--- src/rtl/wb_pkg.sv ---
// ---------------------------------------------------------------------------
// | Module   : wb_pkg                                                       |
// | Purpose  : Shared types and constants for the byte-stream to Wishbone   |
// |            bridge (state encoding, command layout, timeout read data).  |
// | Revision : 1.0  initial release                                         |
// ---------------------------------------------------------------------------
`default_nettype none

package wb_pkg;

  // 8-bit data carried on both the byte streams and the Wishbone data bus
  typedef logic [7:0] byte_t;

  // Bridge sequencing: wait for command, wait for write data, run the bus
  // cycle, hand the read response downstream
  typedef enum logic [1:0] {
    IDLE = 2'd0,
    DATA = 2'd1,
    BUS  = 2'd2,
    RESP = 2'd3
  } state_t;

  // Command byte bit that selects write (1) or read (0)
  localparam int CMD_WE_BIT = 7;

  // Byte returned to the host when a read cycle is abandoned
  localparam byte_t WB_TIMEOUT_DATA = 8'hFF;

endpackage

`default_nettype wire

--- src/rtl/wb_byte_master_if.sv ---
// ---------------------------------------------------------------------------
// | Module   : wb_byte_master_if                                            |
// | Purpose  : Bundles the RX byte stream, TX byte stream, Wishbone master  |
// |            bus and timeout flag of the bridge into one connection.      |
// | Revision : 1.0  initial release                                         |
// ---------------------------------------------------------------------------
`default_nettype none

interface wb_byte_master_if
  import wb_pkg::*;
#(
  parameter int ADR_W = 4
);

  // Upstream byte receiver
  byte_t             rx_data_i;
  logic              rx_valid_i;
  logic              rx_ready_o;

  // Downstream byte transmitter
  byte_t             tx_data_o;
  logic              tx_valid_o;
  logic              tx_ready_i;

  // Wishbone classic master
  logic              wb_cyc_o;
  logic              wb_stb_o;
  logic              wb_we_o;
  logic [ADR_W-1:0]  wb_adr_o;
  byte_t             wb_dat_o;
  byte_t             wb_dat_i;
  logic              wb_ack_i;

  // Abandoned-cycle indication
  logic              timeout_o;

  // The bridge itself
  modport master (
    input  rx_data_i, rx_valid_i, tx_ready_i, wb_dat_i, wb_ack_i,
    output rx_ready_o, tx_data_o, tx_valid_o,
    output wb_cyc_o, wb_stb_o, wb_we_o, wb_adr_o, wb_dat_o, timeout_o
  );

  // Everything around the bridge: byte source/sink and the peripheral bus
  modport slave (
    output rx_data_i, rx_valid_i, tx_ready_i, wb_dat_i, wb_ack_i,
    input  rx_ready_o, tx_data_o, tx_valid_o,
    input  wb_cyc_o, wb_stb_o, wb_we_o, wb_adr_o, wb_dat_o, timeout_o
  );

endinterface

`default_nettype wire

--- src/rtl/wb_byte_master.sv ---
// ---------------------------------------------------------------------------
// | Module   : wb_byte_master                                               |
// | Purpose  : Byte-stream to Wishbone bridge. A command byte (bit7 = we,   |
// |            low bits = address), plus a data byte for writes, produces   |
// |            one classic Wishbone cycle; reads return one response byte.  |
// |            Cycles without ack are abandoned after TIMEOUT clocks.       |
// | Revision : 1.0  initial release                                         |
// ---------------------------------------------------------------------------
`default_nettype none

module wb_byte_master
  import wb_pkg::*;
#(
  parameter int ADR_W   = 4,   // 1..7
  parameter int TIMEOUT = 16   // >= 2
) (
  input  wire logic         clk_i,
  input  wire logic         rst_i,
  wb_byte_master_if.master  bus
);

  // Counter only has to reach TIMEOUT-1, so $clog2(TIMEOUT) bits suffice
  localparam int                CNT_W    = $clog2(TIMEOUT);
  localparam logic [CNT_W-1:0]  CNT_LAST = CNT_W'(TIMEOUT - 1);

  // Current registered state and outputs
  state_t             state;
  logic               we_lat;
  logic               rx_ready;
  logic               tx_valid;
  byte_t              tx_data;
  logic               stb;
  logic               wb_we;
  logic [ADR_W-1:0]   adr;
  byte_t              dat;
  logic               timeout;
  logic [CNT_W-1:0]   cnt;

  // Next-cycle values
  state_t             state_nxt;
  logic               we_lat_nxt;
  logic               rx_ready_nxt;
  logic               tx_valid_nxt;
  byte_t              tx_data_nxt;
  logic               stb_nxt;
  logic               wb_we_nxt;
  logic [ADR_W-1:0]   adr_nxt;
  byte_t              dat_nxt;
  logic               timeout_nxt;
  logic [CNT_W-1:0]   cnt_nxt;

  logic               rx_fire;
  logic               tx_fire;

  assign rx_fire = bus.rx_valid_i && rx_ready;
  assign tx_fire = tx_valid && bus.tx_ready_i;

  // State, latched command fields and all outputs are registered together
  always_ff @(posedge clk_i) begin
    if (rst_i) begin
      state    <= IDLE;
      we_lat   <= 1'b0;
      rx_ready <= 1'b1;
      tx_valid <= 1'b0;
      tx_data  <= '0;
      stb      <= 1'b0;
      wb_we    <= 1'b0;
      adr      <= '0;
      dat      <= '0;
      timeout  <= 1'b0;
      cnt      <= '0;
    end else begin
      state    <= state_nxt;
      we_lat   <= we_lat_nxt;
      rx_ready <= rx_ready_nxt;
      tx_valid <= tx_valid_nxt;
      tx_data  <= tx_data_nxt;
      stb      <= stb_nxt;
      wb_we    <= wb_we_nxt;
      adr      <= adr_nxt;
      dat      <= dat_nxt;
      timeout  <= timeout_nxt;
      cnt      <= cnt_nxt;
    end
  end

  // Next-state logic; output registers are then derived from the next state
  // so every handshake/bus output changes exactly on the state transition
  always_comb begin
    state_nxt   = state;
    we_lat_nxt  = we_lat;
    adr_nxt     = adr;
    dat_nxt     = dat;
    tx_data_nxt = tx_data;
    cnt_nxt     = cnt;
    timeout_nxt = 1'b0;

    unique case (state)
      IDLE: begin
        if (rx_fire) begin
          we_lat_nxt = bus.rx_data_i[CMD_WE_BIT];
          adr_nxt    = bus.rx_data_i[ADR_W-1:0];
          cnt_nxt    = '0;
          state_nxt  = bus.rx_data_i[CMD_WE_BIT] ? DATA : BUS;
        end
      end

      DATA: begin
        if (rx_fire) begin
          dat_nxt   = bus.rx_data_i;
          cnt_nxt   = '0;
          state_nxt = BUS;
        end
      end

      BUS: begin
        // Ack takes priority over an expiring counter on the same edge
        if (bus.wb_ack_i) begin
          if (!we_lat) begin
            tx_data_nxt = bus.wb_dat_i;
            state_nxt   = RESP;
          end else begin
            state_nxt   = IDLE;
          end
        end else if (cnt == CNT_LAST) begin
          timeout_nxt = 1'b1;
          if (!we_lat) begin
            tx_data_nxt = WB_TIMEOUT_DATA;
            state_nxt   = RESP;
          end else begin
            state_nxt   = IDLE;
          end
        end else begin
          cnt_nxt = cnt + 1'b1;
        end
      end

      RESP: begin
        if (tx_fire) begin
          state_nxt = IDLE;
        end
      end

      default: begin
        state_nxt = IDLE;
      end
    endcase

    rx_ready_nxt = (state_nxt == IDLE) || (state_nxt == DATA);
    tx_valid_nxt = (state_nxt == RESP);
    stb_nxt      = (state_nxt == BUS);
    wb_we_nxt    = (state_nxt == BUS) && we_lat_nxt;
  end

  assign bus.rx_ready_o = rx_ready;
  assign bus.tx_valid_o = tx_valid;
  assign bus.tx_data_o  = tx_data;
  assign bus.wb_cyc_o   = stb;
  assign bus.wb_stb_o   = stb;
  assign bus.wb_we_o    = wb_we;
  assign bus.wb_adr_o   = adr;
  assign bus.wb_dat_o   = dat;
  assign bus.timeout_o  = timeout;

endmodule

`default_nettype wire

--- src/flat_wrapper.sv ---
// flat-port wrapper written by rule: the top's interface ports become plain ports
module wb_byte_master_flat import wb_pkg::*;
#(
  parameter int ADR_W   = 4,          
  parameter int TIMEOUT = 16          
)
  (clk_i, rst_i, bus_rx_data_i, bus_rx_valid_i, bus_tx_ready_i, bus_wb_dat_i, bus_wb_ack_i, bus_rx_ready_o, bus_tx_data_o, bus_tx_valid_o, bus_wb_cyc_o, bus_wb_stb_o, bus_wb_we_o, bus_wb_adr_o, bus_wb_dat_o, bus_timeout_o);
  wb_byte_master_if #(.ADR_W(ADR_W)) bus_i ();
  input  wire logic clk_i;
  input  wire logic rst_i;
  input wire logic [$bits(bus_i.rx_data_i)-1:0] bus_rx_data_i;
  input wire logic [$bits(bus_i.rx_valid_i)-1:0] bus_rx_valid_i;
  input wire logic [$bits(bus_i.tx_ready_i)-1:0] bus_tx_ready_i;
  input wire logic [$bits(bus_i.wb_dat_i)-1:0] bus_wb_dat_i;
  input wire logic [$bits(bus_i.wb_ack_i)-1:0] bus_wb_ack_i;
  output wire logic [$bits(bus_i.rx_ready_o)-1:0] bus_rx_ready_o;
  output wire logic [$bits(bus_i.tx_data_o)-1:0] bus_tx_data_o;
  output wire logic [$bits(bus_i.tx_valid_o)-1:0] bus_tx_valid_o;
  output wire logic [$bits(bus_i.wb_cyc_o)-1:0] bus_wb_cyc_o;
  output wire logic [$bits(bus_i.wb_stb_o)-1:0] bus_wb_stb_o;
  output wire logic [$bits(bus_i.wb_we_o)-1:0] bus_wb_we_o;
  output wire logic [$bits(bus_i.wb_adr_o)-1:0] bus_wb_adr_o;
  output wire logic [$bits(bus_i.wb_dat_o)-1:0] bus_wb_dat_o;
  output wire logic [$bits(bus_i.timeout_o)-1:0] bus_timeout_o;
  assign bus_i.rx_data_i = bus_rx_data_i;
  assign bus_i.rx_valid_i = bus_rx_valid_i;
  assign bus_i.tx_ready_i = bus_tx_ready_i;
  assign bus_i.wb_dat_i = bus_wb_dat_i;
  assign bus_i.wb_ack_i = bus_wb_ack_i;
  assign bus_rx_ready_o = bus_i.rx_ready_o;
  assign bus_tx_data_o = bus_i.tx_data_o;
  assign bus_tx_valid_o = bus_i.tx_valid_o;
  assign bus_wb_cyc_o = bus_i.wb_cyc_o;
  assign bus_wb_stb_o = bus_i.wb_stb_o;
  assign bus_wb_we_o = bus_i.wb_we_o;
  assign bus_wb_adr_o = bus_i.wb_adr_o;
  assign bus_wb_dat_o = bus_i.wb_dat_o;
  assign bus_timeout_o = bus_i.timeout_o;
  wb_byte_master #(.ADR_W(ADR_W), .TIMEOUT(TIMEOUT)) u_core (.clk_i(clk_i), .rst_i(rst_i), .bus(bus_i));
endmodule
--- config.mk ---
export PLATFORM = sky130hd
export DESIGN_NAME = wb_byte_master_flat
export DESIGN_NICKNAME = d
export VERILOG_FILES = /design/src/rtl/wb_pkg.sv /design/src/rtl/wb_byte_master_if.sv /design/src/rtl/wb_byte_master.sv /design/src/flat_wrapper.sv
export SDC_FILE = /design/constraint.sdc
export NUM_CORES = 1
export LEC_CHECK = 0
export ABC_CLOCK_PERIOD_IN_PS = 3400
export CORE_ASPECT_RATIO = 1.25
export CORE_UTILIZATION = 47
export CTS_CLUSTER_SIZE = 25
export DETAILED_ROUTE_END_ITERATION = 12
export PLACE_DENSITY = 0.92
export SYNTH_ARGS = -nofsm -noshare
export SYNTH_HDL_FRONTEND = slang
export SYNTH_SLANG_ARGS = --single-unit
export TNS_END_PERCENT = 50
--- constraint.sdc ---
create_clock -name clk_i -period 3.4 [get_ports clk_i]
set_clock_uncertainty 0.2 [all_clocks]
set_input_delay 0.51 -clock clk_i [delete_from_list [all_inputs] [get_ports clk_i]]
set_output_delay 0.51 -clock clk_i [all_outputs]
set_load 0.005 [all_outputs]
======== Yosys cells after proc, flatten, opt, wreduce, memory -nomap -nowiden ========
Index checks and enable logic that the tools add are counted.
Widths: inputs -> output; s select.
storage, ports and cells
  output and inout port bits .............. 26
  input port bits ......................... 21
  register bits ........................... 32
  word-level logic and storage cells ...... 57
cells by class
  $add $sub $neg .......................... 1
  reduce and logical (&&, ||, !) cells .... 14
  multiplexer cells ....................... 19
  bitwise logic cells ..................... 2
  equality and inequality tests ........... 10
operators with widths
  operator             count
  $mux 8               4
  $mux 2               7
  $mux 4               3
  $eq 2x2->1 const B   4
  $pmux 2 s4           1
  $pmux 4 s2           1
  $add 4x1->4 const B  1
  $eq 2x1->1 const B   2
  $eq 4x4->1 const B   1
  $logic_not 2->1      2
  $ne 2x2->1 const B   2
  $reduce_and 2->1     2
  $reduce_and 4->1     1
  $reduce_bool 2->1    2
  $logic_and 1x1->1    3
  $mux 1               3
  $reduce_and 3->1     1
  $reduce_or 3->1      1
  $ne 2x1->1 const B   1
  $not 1->1            2
  $reduce_or 2->1      1
  $logic_or 1x1->1     1

======== Logic depth before layout (Yosys ltp) ========
  depth in word-level cells ............... 6
  depth in mapped cells ................... 6
  depth with buffers taken out ............ 5

======== Least setup slack after synthesis ========
OpenSTA, ideal clock, no wires.
  kind .................................... register -> register
  start point ............................. register u_core.cnt[0]
  end point ............................... register u_core.tx_valid (netlist: u_core.bus.tx_valid_o)
  setup time .............................. 115 ps
  period minus slack after synthesis ...... 1692 ps
  buffers on the path ..................... 0
  data required time ...................... 3085 ps
  setup slack ............................. 1708 ps
  cell stages (with the launch flop) ...... 6
  data arrival time ....................... 1377 ps
  cell sequence ........................... dfxtp_1 > ha_1 > a31oi_4 > nor3b_4 > a211o_4 > and2_1
between the ends
  word-level cells in the longest chain between the ends .. 5
RTL lines
  element                 line                   source
  from (decl)             wb_byte_master.sv:37   logic [CNT_W-1:0] cnt;
  from (signal assigned)  wb_byte_master.sv:83   cnt <= cnt_nxt;
  $eq 4x4->1              wb_byte_master.sv:125  end else if (cnt == CNT_LAST) begin
  $mux 2                  wb_byte_master.sv:125
  $mux 2                  wb_byte_master.sv:118  if (bus.wb_ack_i) begin
  $pmux 2 s4              wb_byte_master.sv:98   unique case (state)
  $eq 2x2->1              wb_byte_master.sv:150  tx_valid_nxt = (state_nxt == RESP);
  to (signal assigned)    wb_byte_master.sv:76   tx_valid <= tx_valid_nxt;
  to (decl)               wb_byte_master.sv:30   logic tx_valid;
Every way passes these cells.
A chain may end at the register's enable or synchronous reset.

======== Worst setup path in the final report ========
  start point ............................. register u_core.rx_ready (netlist: u_core.bus.rx_ready_o)
  end point ............................... output port bus_rx_ready_o
RTL lines
  element                 line                  source
  from (decl)             wb_byte_master.sv:29  logic rx_ready;
  from (signal assigned)  wb_byte_master.sv:75  rx_ready <= rx_ready_nxt;
  to (decl)               flat_wrapper.sv:16    output wire logic [$bits(bus_i.rx_ready_o)-1:0] bus_rx_ready_o;
No word-level cell between the ends.

==> summary.md <==
| Metric | Value |
|---|---|
| PD cells | roughly 430 nW/um^2 |
| Remaining DRCs | 0 |
| Final wirelength | roughly 2800 microns |
| Clock sink count | 32 |
| Cells along the critical path | clkdlybuf4s50_1 |
| Slew @ Worst Pin | slightly below 400 ps |
| Crit-path slowest cell | clkdlybuf4s50_1 |
| Synth Register Bits | 32 |
| Unrepaired setup endpoints after global routing | no |
| CP Buf/Inv Count | 1 |
| 1st-iter DRT viols | 19 |
| Placed cell count | between 200 and 250 |
| Final ANT Viol Nets | 0 |
| Synth top area share | 49.5% |
| Largest net degree at the start of global routing | 18 |
| Multi-input logic area | around 600 sq um |
| Wirelength per Cell | 13.7 microns |
| Final Hold Fails | 0 |
| # resized after CTS | 0 |
| Post-synthesis sequential area ratio | between 40% and 50% |
| Slew Viols, Final | 0 |
| Synth Instances | around 130 |
| Top area cells in the synthesized netlist | dfxtp_1 49%, o221a_2 7.0%, nand2_1 6.7% |
| Ys flop type | dfxtp_1 |
| Async SR Flop Fraction | 0% |
| Filler instances | between 150 and 200 |
| Vias per inst | between 5 and 6 |
| Critical Path RT | between 2000 and 3000 ps |
| DIE WIDTH | slightly below 50 microns |
| Worst VDD drop | between 0.0003 and 0.0004 V |
| Dpl hpwl | 2180 microns |
| Cts bufs inserted | 5 |
| Synthesized cell area | around 1300 sq um |
| Setup-failing EPs final | 0 |
| Tcrit/Tclk final | 59.5% |
| Hold_buf cts | 0 |
| Via count | between 1,000 and 1,500 |
| Worst path max stage delay | roughly 550 ps |
| Tmin final | roughly 2000 ps |
| Gpl congestion | around 0.75 |
| DR pass1 iterations | 4 |
| GRT Residual Overflow | 0 |
| HP Class | reg -> reg |
| Arrival time worst endpoint | roughly 1300 ps |
| P_leak | 0.659 nW |
| Critical path capture point type | output pin |
| Mapped Avg Cell Area | about 10 sq um |
| Max Fanout on Critical Path | 5 |
| I/O pin total | 47 |
| Status | complete, no violations |
| Post-CTS Setup Inserts | 0 |
| Critical path class | reg -> out |
| First-pass GRT wire length | between 4000 and 5000 microns |
| Chip Height | 60.7 microns |
| Slew margin rel. | 73.9% |
| Synth-to-Final Area Change | 40.4% |
| Cell family with most CP delay | buffers and inverters |
| Clock transition at the registers of the reported paths | ~90 ps |
| Non-Filler Instances | approximately 210 |
| Final nets | 197 |
| CTS H-tree depth | 2 |
| Count leader, synth | dfxtp_1 |
| Rows | 20 |
| Setup tns final | 0 ps |
| IO buf count | between 40 and 50 |
| Share of layout cells above drive strength 1 | between 10 and 15% |
| Most frequent cells after synthesis | 32 x dfxtp_1, 23 x nand2_1, 11 x a21oi_1 |
| CTS Buffer Depth | 2 |
| Worst-skew pair later-pin latency | about 330 ps |
| Full die area | ~3000 sq um |
| Final Hold Slack | ~260 ps |
| Gr usage total | between 20% and 30% |
| Vias in the first global route | ~1,100 |
| Synthesized Nets | roughly 150 |
| FF+latch area | 641 sq um |
| CTS tree | built |
| Total of max-cap violations | 0 |
| Starting Density | approximately 51% |
| EDFF count, synth | 0 |
| Initial antenna violation count | 0 |
| Synth area leader | dfxtp_1 |
| CP Launch Type | flop |
| Area of the core | around 2500 sq um |
| Library cells used by synthesis | 35 |
| Root Buffer | clkbuf_4 |
| Max Freq | 0.495 GHz |
| Yosys warnings | 0 |
| # diodes | 0 |
## registers in the layout, indices dropped and copies added (netlist names), 2 cells and up
register / cells
u_core.bus.wb_adr_o: 4
u_core.state: 2
u_core.bus.tx_data_o: 8
u_core.cnt: 4
u_core.bus.wb_dat_o: 8
## path summary, 6_finish.rpt
path,to,slack [ps],start,cells past startpoint
max,bus_rx_ready_o,1380,u_core.bus.rx_ready_o,1
max reg2reg,u_core.state[0],1600,u_core.cnt[0],5
min,u_core.bus.wb_dat_o[1],260,u_core.bus.wb_dat_o[1],2
min reg2reg,u_core.bus.wb_dat_o[1],260,u_core.bus.wb_dat_o[1],2
## kinds of logic after synthesis
logic type / after synthesis / synth area share [%]
adders and majority gates: 1 / 0.966
buffers and inverters: 10 / 4.54
DFF: 32 / 49.5
AOI/OAI and AO/OA: 28 / 18.6
xor gates and xnor gates: 2 / 1.35
muxes: 4 / 3.09
and+or+nand+nor: 52 / 22.0
## through the flow
stage                     power (mW)  cell area [sq um]  utilization (%)  setup slack, ps
after floorplan                0.488               1290                -             1710
after global placement         0.549               1750             69.4             1170
final                          0.783               1820             71.9             1380
after detailed placement       0.554               1750             69.4             1060
after CTS                      0.790               1820             71.9             1370
after global routing           0.823               1820             71.9             1270
## placed cells by master, fill, tap and decap left out, types with 2 or more instances in the layout
| cell | Yosys | routed |
|---|---|---|
| and2_1 | 2 | 2 |
| o21ai_0 | 2 | 2 |
| xor2_1 | 2 | 2 |
| clkbuf_8 | 0 | 2 |
| nand3_1 | 6 | 6 |
| clkdlybuf4s50_1 | 0 | 46 |
| nand2_1 | 23 | 23 |
| inv_1 | 2 | 2 |
| mux2i_1 | 4 | 4 |
| a21oi_1 | 11 | 11 |
| and3_1 | 2 | 2 |
| o221a_2 | 8 | 8 |
| nor2_1 | 8 | 8 |
| dfxtp_1 | 32 | 32 |
| clkbuf_4 | 0 | 5 |
## worst register-to-register path, stage by stage, from the launching register on
cell and delay (ps):
dfxtp_1 340, ha_1 260, a31oi_4 290, nor3b_4 110
a211o_4 340, and2_1 160
## cell type report
class / count / share of cell area [%]
clock buffer: 7 / 3.58
inverter: 2 / 0.413
multi-input combinational: 87 / 32.8
sequential: 32 / 35.2
tap: 33 / 2.27
timing repair buffer: 47 / 25.7
## layer usage
layer,vias to the layer above,track usage [%],share of wire (%)
li1,548,-,-
met1,495,22.1,40
met2,45,40.1,50
met3,6,8.02,8.7
met4,0,7.56,1.2
met5,-,0,0
## power by group
group	switching, mW	internal, mW	total (mW)
combinational	0.0511	0.0805	0.132
sequential	0.0187	0.395	0.413
clock	0.121	0.117	0.238
total	0.191	0.592	0.783
Note: power is estimated with default switching activity, not from simulation.
